==> src/rtl/seg_scan.sv <==
// Four-digit multiplexed seven-segment scanner with per-slot dead time and a
// double-buffered segment word that only swaps at frame boundaries.
module seg_scan #(
   parameter int REFRESH_DIV = 100000,
   parameter int BLANK_CYC   = 16
) (
   input  logic        clk,
   input  logic        rst,
   input  logic [31:0] s,
   input  logic        load,
   input  logic        en,
   output logic [3:0]  an,
   output logic [7:0]  seg,
   output logic        frame,
   output logic        pending
);

   localparam int              CW          = $clog2(REFRESH_DIV);
   localparam logic [CW-1:0]   C_LAST      = CW'(REFRESH_DIV - 1);
   localparam logic [CW-1:0]   C_BLANK_END = CW'(BLANK_CYC - 1);

   typedef enum logic {ST_BLANK, ST_DRIVE} state_t;

   state_t          r_state;
   state_t          w_state_nxt;
   logic [CW-1:0]   r_cnt;
   logic [1:0]      r_idx;
   logic [31:0]     r_disp;
   logic [31:0]     r_pend_word;
   logic            r_pending;
   logic            w_wrap;
   logic            w_apply;
   logic [3:0]      w_an;
   logic [7:0]      w_seg;

   assign w_wrap  = (r_cnt == C_LAST);
   // Last cycle of digit 3 is the only point where the shown word may swap.
   assign w_apply = en && w_wrap && (r_idx == 2'd3);
   assign pending = r_pending;

   // NOTE: sequential state uses non-blocking assignments so every register
   // samples the pre-edge values, independent of block ordering.
   always_ff @(posedge clk or posedge rst) begin
      if (rst) begin
         r_cnt <= '0;
         r_idx <= 2'd0;
      end else if (!en) begin
         r_cnt <= '0;
         r_idx <= 2'd0;
      end else if (w_wrap) begin
         r_cnt <= '0;
         r_idx <= r_idx + 2'd1;
      end else begin
         r_cnt <= r_cnt + 1'b1;
      end
   end

   always_ff @(posedge clk or posedge rst) begin
      if (rst) r_state <= ST_BLANK;
      else     r_state <= w_state_nxt;
   end

   // NOTE: a default assignment ahead of the case keeps this block free of
   // inferred latches on every path.
   always_comb begin
      w_state_nxt = r_state;
      if (!en) begin
         w_state_nxt = ST_BLANK;
      end else begin
         case (r_state)
            ST_BLANK: if (r_cnt == C_BLANK_END) w_state_nxt = ST_DRIVE;
            ST_DRIVE: if (w_wrap)               w_state_nxt = ST_BLANK;
            default:                            w_state_nxt = ST_BLANK;
         endcase
      end
   end

   always_comb begin
      w_an  = 4'b1111;
      w_seg = 8'hFF;
      if (en && r_state == ST_DRIVE) begin
         w_an[r_idx] = 1'b0;
         w_seg       = r_disp[{r_idx, 3'b000} +: 8];
      end
   end

   always_ff @(posedge clk or posedge rst) begin
      if (rst) begin
         an    <= 4'b1111;
         seg   <= 8'hFF;
         frame <= 1'b0;
      end else begin
         an    <= w_an;
         seg   <= w_seg;
         frame <= w_apply;
      end
   end

   // A load that coincides with a swap point (or happens while idle) bypasses
   // the pending buffer, since the newest word always wins.
   always_ff @(posedge clk or posedge rst) begin
      if (rst) begin
         r_disp      <= 32'hFFFF_FFFF;
         r_pend_word <= 32'hFFFF_FFFF;
         r_pending   <= 1'b0;
      end else if (!en || w_apply) begin
         if (load)           r_disp <= s;
         else if (r_pending) r_disp <= r_pend_word;
         r_pending <= 1'b0;
      end else if (load) begin
         r_pend_word <= s;
         r_pending   <= 1'b1;
      end
   end

endmodule

==> config.mk <==
export PLATFORM = sky130hd
export DESIGN_NAME = seg_scan
export DESIGN_NICKNAME = d
export VERILOG_FILES = /design/src/rtl/seg_scan.sv
export SDC_FILE = /design/constraint.sdc
export NUM_CORES = 1
export LEC_CHECK = 0
export ABC_AREA = 0
export BUFFER_PORTS_ARGS = -buffer_cell sky130_fd_sc_hd__buf_4
export CAP_MARGIN = 10
export CORE_ASPECT_RATIO = 0.75
export CORE_MARGIN = 2
export CORE_UTILIZATION = 54
export DETAILED_ROUTE_END_ITERATION = 8
export PLACE_DENSITY = 0.76
export RECOVER_POWER = 100
export SLEW_MARGIN = 25
export SYNTH_ARGS = -nofsm -noshare
export SYNTH_HDL_FRONTEND = slang
export SYNTH_SLANG_ARGS = --single-unit
==> constraint.sdc <==
create_clock -name clk -period 2.5 [get_ports clk]
set_input_delay 0 -clock clk [delete_from_list [all_inputs] [get_ports clk]]
set_output_delay 0 -clock clk [all_outputs]
set_load 0.02 [all_outputs]
# Yosys cells after proc, flatten, opt, wreduce, memory -nomap -nowiden
# Cells that the tools add are included.
[totals]
reg_bits = 98
latchBits = 0
ramBits = 0
rom_bits = 0
in_bits = 36
wordCells = 47
n_memories = 0
[classes]
addsub = 2
multipliers = 0
n_div = 0
n_lt_le_gt_ge = 2
n_eq_ne = 4
shift = 1
n_mux = 16
bitwise_logic = 3
n_reduce_logical = 10
[ops]
columns = ["operator", "count"]
rows = [
  ["$mux 32", 2],
  ["$mux 17", 2],
  ["$shiftx 32x6->8", 1],
  ["$add 17x1->17 const B", 1],
  ["$eq 17x17->1 const B", 1],
  ["$eq 17x4->1 const B", 1],
  ["$mux 8", 1],
  ["$mux 1", 6],
  ["$logic_and 1x1->1", 4],
  ["$mux 2", 2],
  ["$mux 4", 1],
  ["$not 4->4", 1],
  ["$reduce_and 2->1", 2],
  ["$reduce_bool 2->1", 2],
  ["$lt 2x3->1 const B", 1],
  ["$add 2x1->2 const B", 1],
  ["$demux 1 s2", 1],
  ["$eq 2x2->1 const B", 1],
  ["$ge 2x1->1 const B", 1],
  ["$ne 2x1->1 const B", 1],
  ["$not 1->1", 2],
  ["$pmux 1 s2", 1],
  ["$logic_not 1->1", 1],
  ["$logic_or 1x1->1", 1],
]

# Longest topological paths before layout
[depth]
depth_word = 6
ltp_mapped = 6
ltp_nobuf = 5

# Worst setup path after synthesis
# No wires, ideal clock.
[synth_path]
path_type = "register -> register"
startpoint = "register r_cnt[0]"
endpoint = "register r_disp[0]"
setup_time_ns = 0.080
t_arrival_ns = 1.854
path_slack_ns = 0.566
path_stages_with_launch = 7
n_path_buf = 1
cell_sequence = "dfrtp_1 ha_1 and4_1 nand2_1 or4b_1 buf_6 a32o_1"
[synth_between]
elab_chain_cells = 5
[synth_lines]
columns = ["element", "line", "source"]
rows = [
  ["start, declared", "26", "logic [CW-1:0] r_cnt;"],
  ["start signal, assigned", "54", "r_cnt <= r_cnt + 1'b1;"],
  ["$eq 17x17->1", "36", "assign w_wrap = (r_cnt == C_LAST);"],
  ["$logic_and 1x1->1 (2 in a row)", "38", "assign w_apply = en && w_wrap && (r_idx == 2'd3);"],
  ["$logic_or 1x1->1", "106", "end else if (!en || w_apply) begin"],
  ["$reduce_and 2->1 (no line)", "n/a", ""],
  ["end signal, assigned", "107", "if (load) r_disp <= s;"],
  ["end signal, assigned", "108", "else if (r_pending) r_disp <= r_pend_word;"],
  ["end, declared", "28", "logic [31:0] r_disp;"],
]
# No other way between the ends.
# A chain may end at the register's enable or synchronous reset.

# Worst setup path in the final report
[layout_path]
startpoint = "register r_cnt[0]"
endpoint = "register r_disp[10]"
# The elaborated chain is that of the path after synthesis.

==> metrics.yaml <==
worstSetupPathType: "flop to flop"
drc: 0
antenna_left: 0
yosysTopAreaCell: "dfstp_2"
worstPathRequired_ns: 2.77
timing.fmax_ghz: 0.451
postCtsResizedCells: 0
placed_area_sq_um: 5760
synth_top_area_share_pct: 38.1
critPathLaunchType: "flop"
synthesis.area_sq_um: 5250
p_leak_nw: 2.38
cp_slowest_cell: "clkbuf_2"
dpl.hpwl_mm: 8.33
overflow: 0
gr-usage-all-layers_pct: 25.3
multi_input_area_sq_um: 2520
initial_core_util_pct: 55.0
arrival_ns: 2.49
clock-root-buffer: "clkbuf_16"
design_area_sq_um: 6270
nets: 614
rsz0062_at_grt: "false"
layout_common_cells: "dfstp_2, o21ai_0, nand2_1, mux2_2, a21oi_1"
area_delta_synth_final_pct: 19.5
h-tree-depth: 3
clkSlewWorstSetupHoldPaths_ns: 0.07
avgSynthCellArea_sq_um: 10.4
end_kind: "flop"
tns_ns: 0
cpPeakStageDelay_ns: 0.55
synth_cell_types: 36
crit_path_max_fanout: 22
antenna_found_initial: 0
grt_pass1_wl_mm: 20.8
grt_max_degree: 76
cts_tree: "done"
gp_congestion: 0.841
core_area_sq_um: 9540
top_layer_used: "met4"
drt_iter0_drc: 367
yosysWarnings: 0
dieHeight_microns: 89.4
avgRoutedWirePerCell_microns: 18.0
num_rows: 31
fill_cells: 767
io-pin-count: 50
ys_seq_elements: 98
min_path_type: "input port to flop"
seq_area_sq_um: 2550
crit_path_cell_trace: "ha_1, and4_1, nand3_1, nor2_2, clkbuf_2, mux2_2"
route.met2.wl_mm: 6.04
fin_crit_sh_pct: 88.7
clock-sinks: 98
max_slew_margin_pct: 28.1
portBuffers: 49
firstDrtPassIters: 5
vias: 4185
status: "complete, no violations"
synth.net_count: 544
setup_viol: 0
fin_worst_skew_ns: 0.00711
drv_cap: 0
drive_above_1_share_pct: 36.3
tightest_slew_ns: 1.07
viasPerCell: 5.89
wl_met1_mm: 5.81
fin_crit_ns: 2.22
dieArea_sq_um: 10500
synthCells: 503
yosysSeqAreaShare_pct: 48.5
cts_buffers: 9
diodes: 0
insertion_delay_ns: 0.34
dr_wl_met3_microns: 797
synth_top_cells_by_area: "dfstp_2, mux2_2, dfrtp_1"
grt_pass1_vias: 4115
hold_viol_final: 0
mostFrequentLayoutCell: "dfstp_2"
report.final.slew_viol_count: 0
fp.dieW_microns: 118
power.density_nw_per_um2: 631
routed_wl_mm: 12.8
clk_path_buf_depth: 2
ir_drop_mv: 0.396
==> registers in the layout (all words and copies together), names as in the netlist <==
signal	cells
r_state	1
r_cnt	17
seg	8
pending	1
r_idx	2
r_disp	32
an	4
frame	1
r_pend_word	32
==> per-stage QoR <==
stage / hold slack, ns / utilization [%] / worst slack (ns) / power (mW) / instances
detailed placement: 0.233 / 60.4 / 0.332 / 2.66 / 661
global placement: 0.225 / 60.4 / 0.388 / 2.60 / 661
CTS: 0.195 / 66.7 / 0.327 / 3.98 / 710
finish: 0.202 / 65.7 / 0.283 / 3.96 / 710
global route: 0.233 / 65.7 / 0.0881 / 4.12 / 710
floorplan: 0.133 / - / 0.0637 / 2.43 / 503
==> layer usage <==
| layer | up-vias | track usage, % |
|---|---|---|
| met5 | - | 0 |
| met4 | 0 | 7.34 |
| met3 | 14 | 5.04 |
| met2 | 159 | 40.8 |
| met1 | 2060 | 35.3 |
| li1 | 1952 | - |
==> cell usage after synthesis <==
library cell and n:
a22oi_1 22, a32o_1 10, mux2i_1 2, or2b_1 1, and4_1 2, nor3_1 4, nor2b_1 24, o211ai_2 1
or4b_1 1, ha_1 5, clkbuf_2 2, buf_6 1, nand3_1 10, nor4_4 1, o22ai_1 1, nand4b_1 1
nor2_1 23, buf_2 9, nand4_1 7, o21ai_1 2, or2_2 8, nand4b_2 1, mux2_2 52, dfrtp_1 22
buf_1 5, inv_1 6, mux2_1 2, clkbuf_1 19, xor2_1 4, nand2_1 53, a21oi_1 44, mux4_2 8
xnor2_1 11, dfstp_2 76, nor4_1 8, o21ai_0 55
==> final timing paths <==
path                                     from  cells past startpoint                     endpoint  slack, ns
max                        r_cnt[0]$_DFF_PP0_                      6       r_disp[10]$_DFFE_PP1P_       0.28
min                                      load                      3          pending$_DFFE_PP0P_       0.20
max reg2reg                r_cnt[0]$_DFF_PP0_                      6       r_disp[10]$_DFFE_PP1P_       0.28
min reg2reg                 r_state$_DFF_PP0_                      1              an[1]$_DFF_PP1_       0.50
max in group asynchronous                 rst                      4          pending$_DFFE_PP0P_       0.51
min in group asynchronous                 rst                      3  r_pend_word[27]$_DFFE_PP1P_       0.83
==> cell families after synthesis <==
kind of cell,after synthesis,synth area share (%)
xor gates and xnor gates,15,2.50
AOI/OAI and AO/OA,135,15.0
buffers and inverters,42,3.41
adders and majority gates,5,1.19
muxes,64,15.4
and+or+nand+nor,144,13.9
DFF,98,48.5
==> worst max-delay path, delay by kind of cell, from the launching register on <==
family	cells	cell delay, ns
fa+ha+maj	1	0.24
buf+inv	1	0.55
flops	1	0.41
mux	1	0.41
simple gates	3	0.52
==> power by group <==
part	leakage (nW)	internal, mW	switching, mW
registers	1.10	1.88	0.145
clock network	0.133	0.677	0.596
logic	1.15	0.347	0.314
total	2.38	2.90	1.05
==> cell type report <==
class	count	area share (%)
flip-flops and latches	98	40.6
multi-input cells	363	40.2
repair buffers	95	11.9
clock buffers	10	3.65
well taps	132	2.63
clock inverters	6	0.658
inverters	6	0.379
==> what timing repair did <==
action                    in CTS  in global routing
hold buffers                  33                  0
buffers inserted               0                  0
hold endpoints to repair      55                  0
No activity file was read; power rests on OpenSTA's default activity.
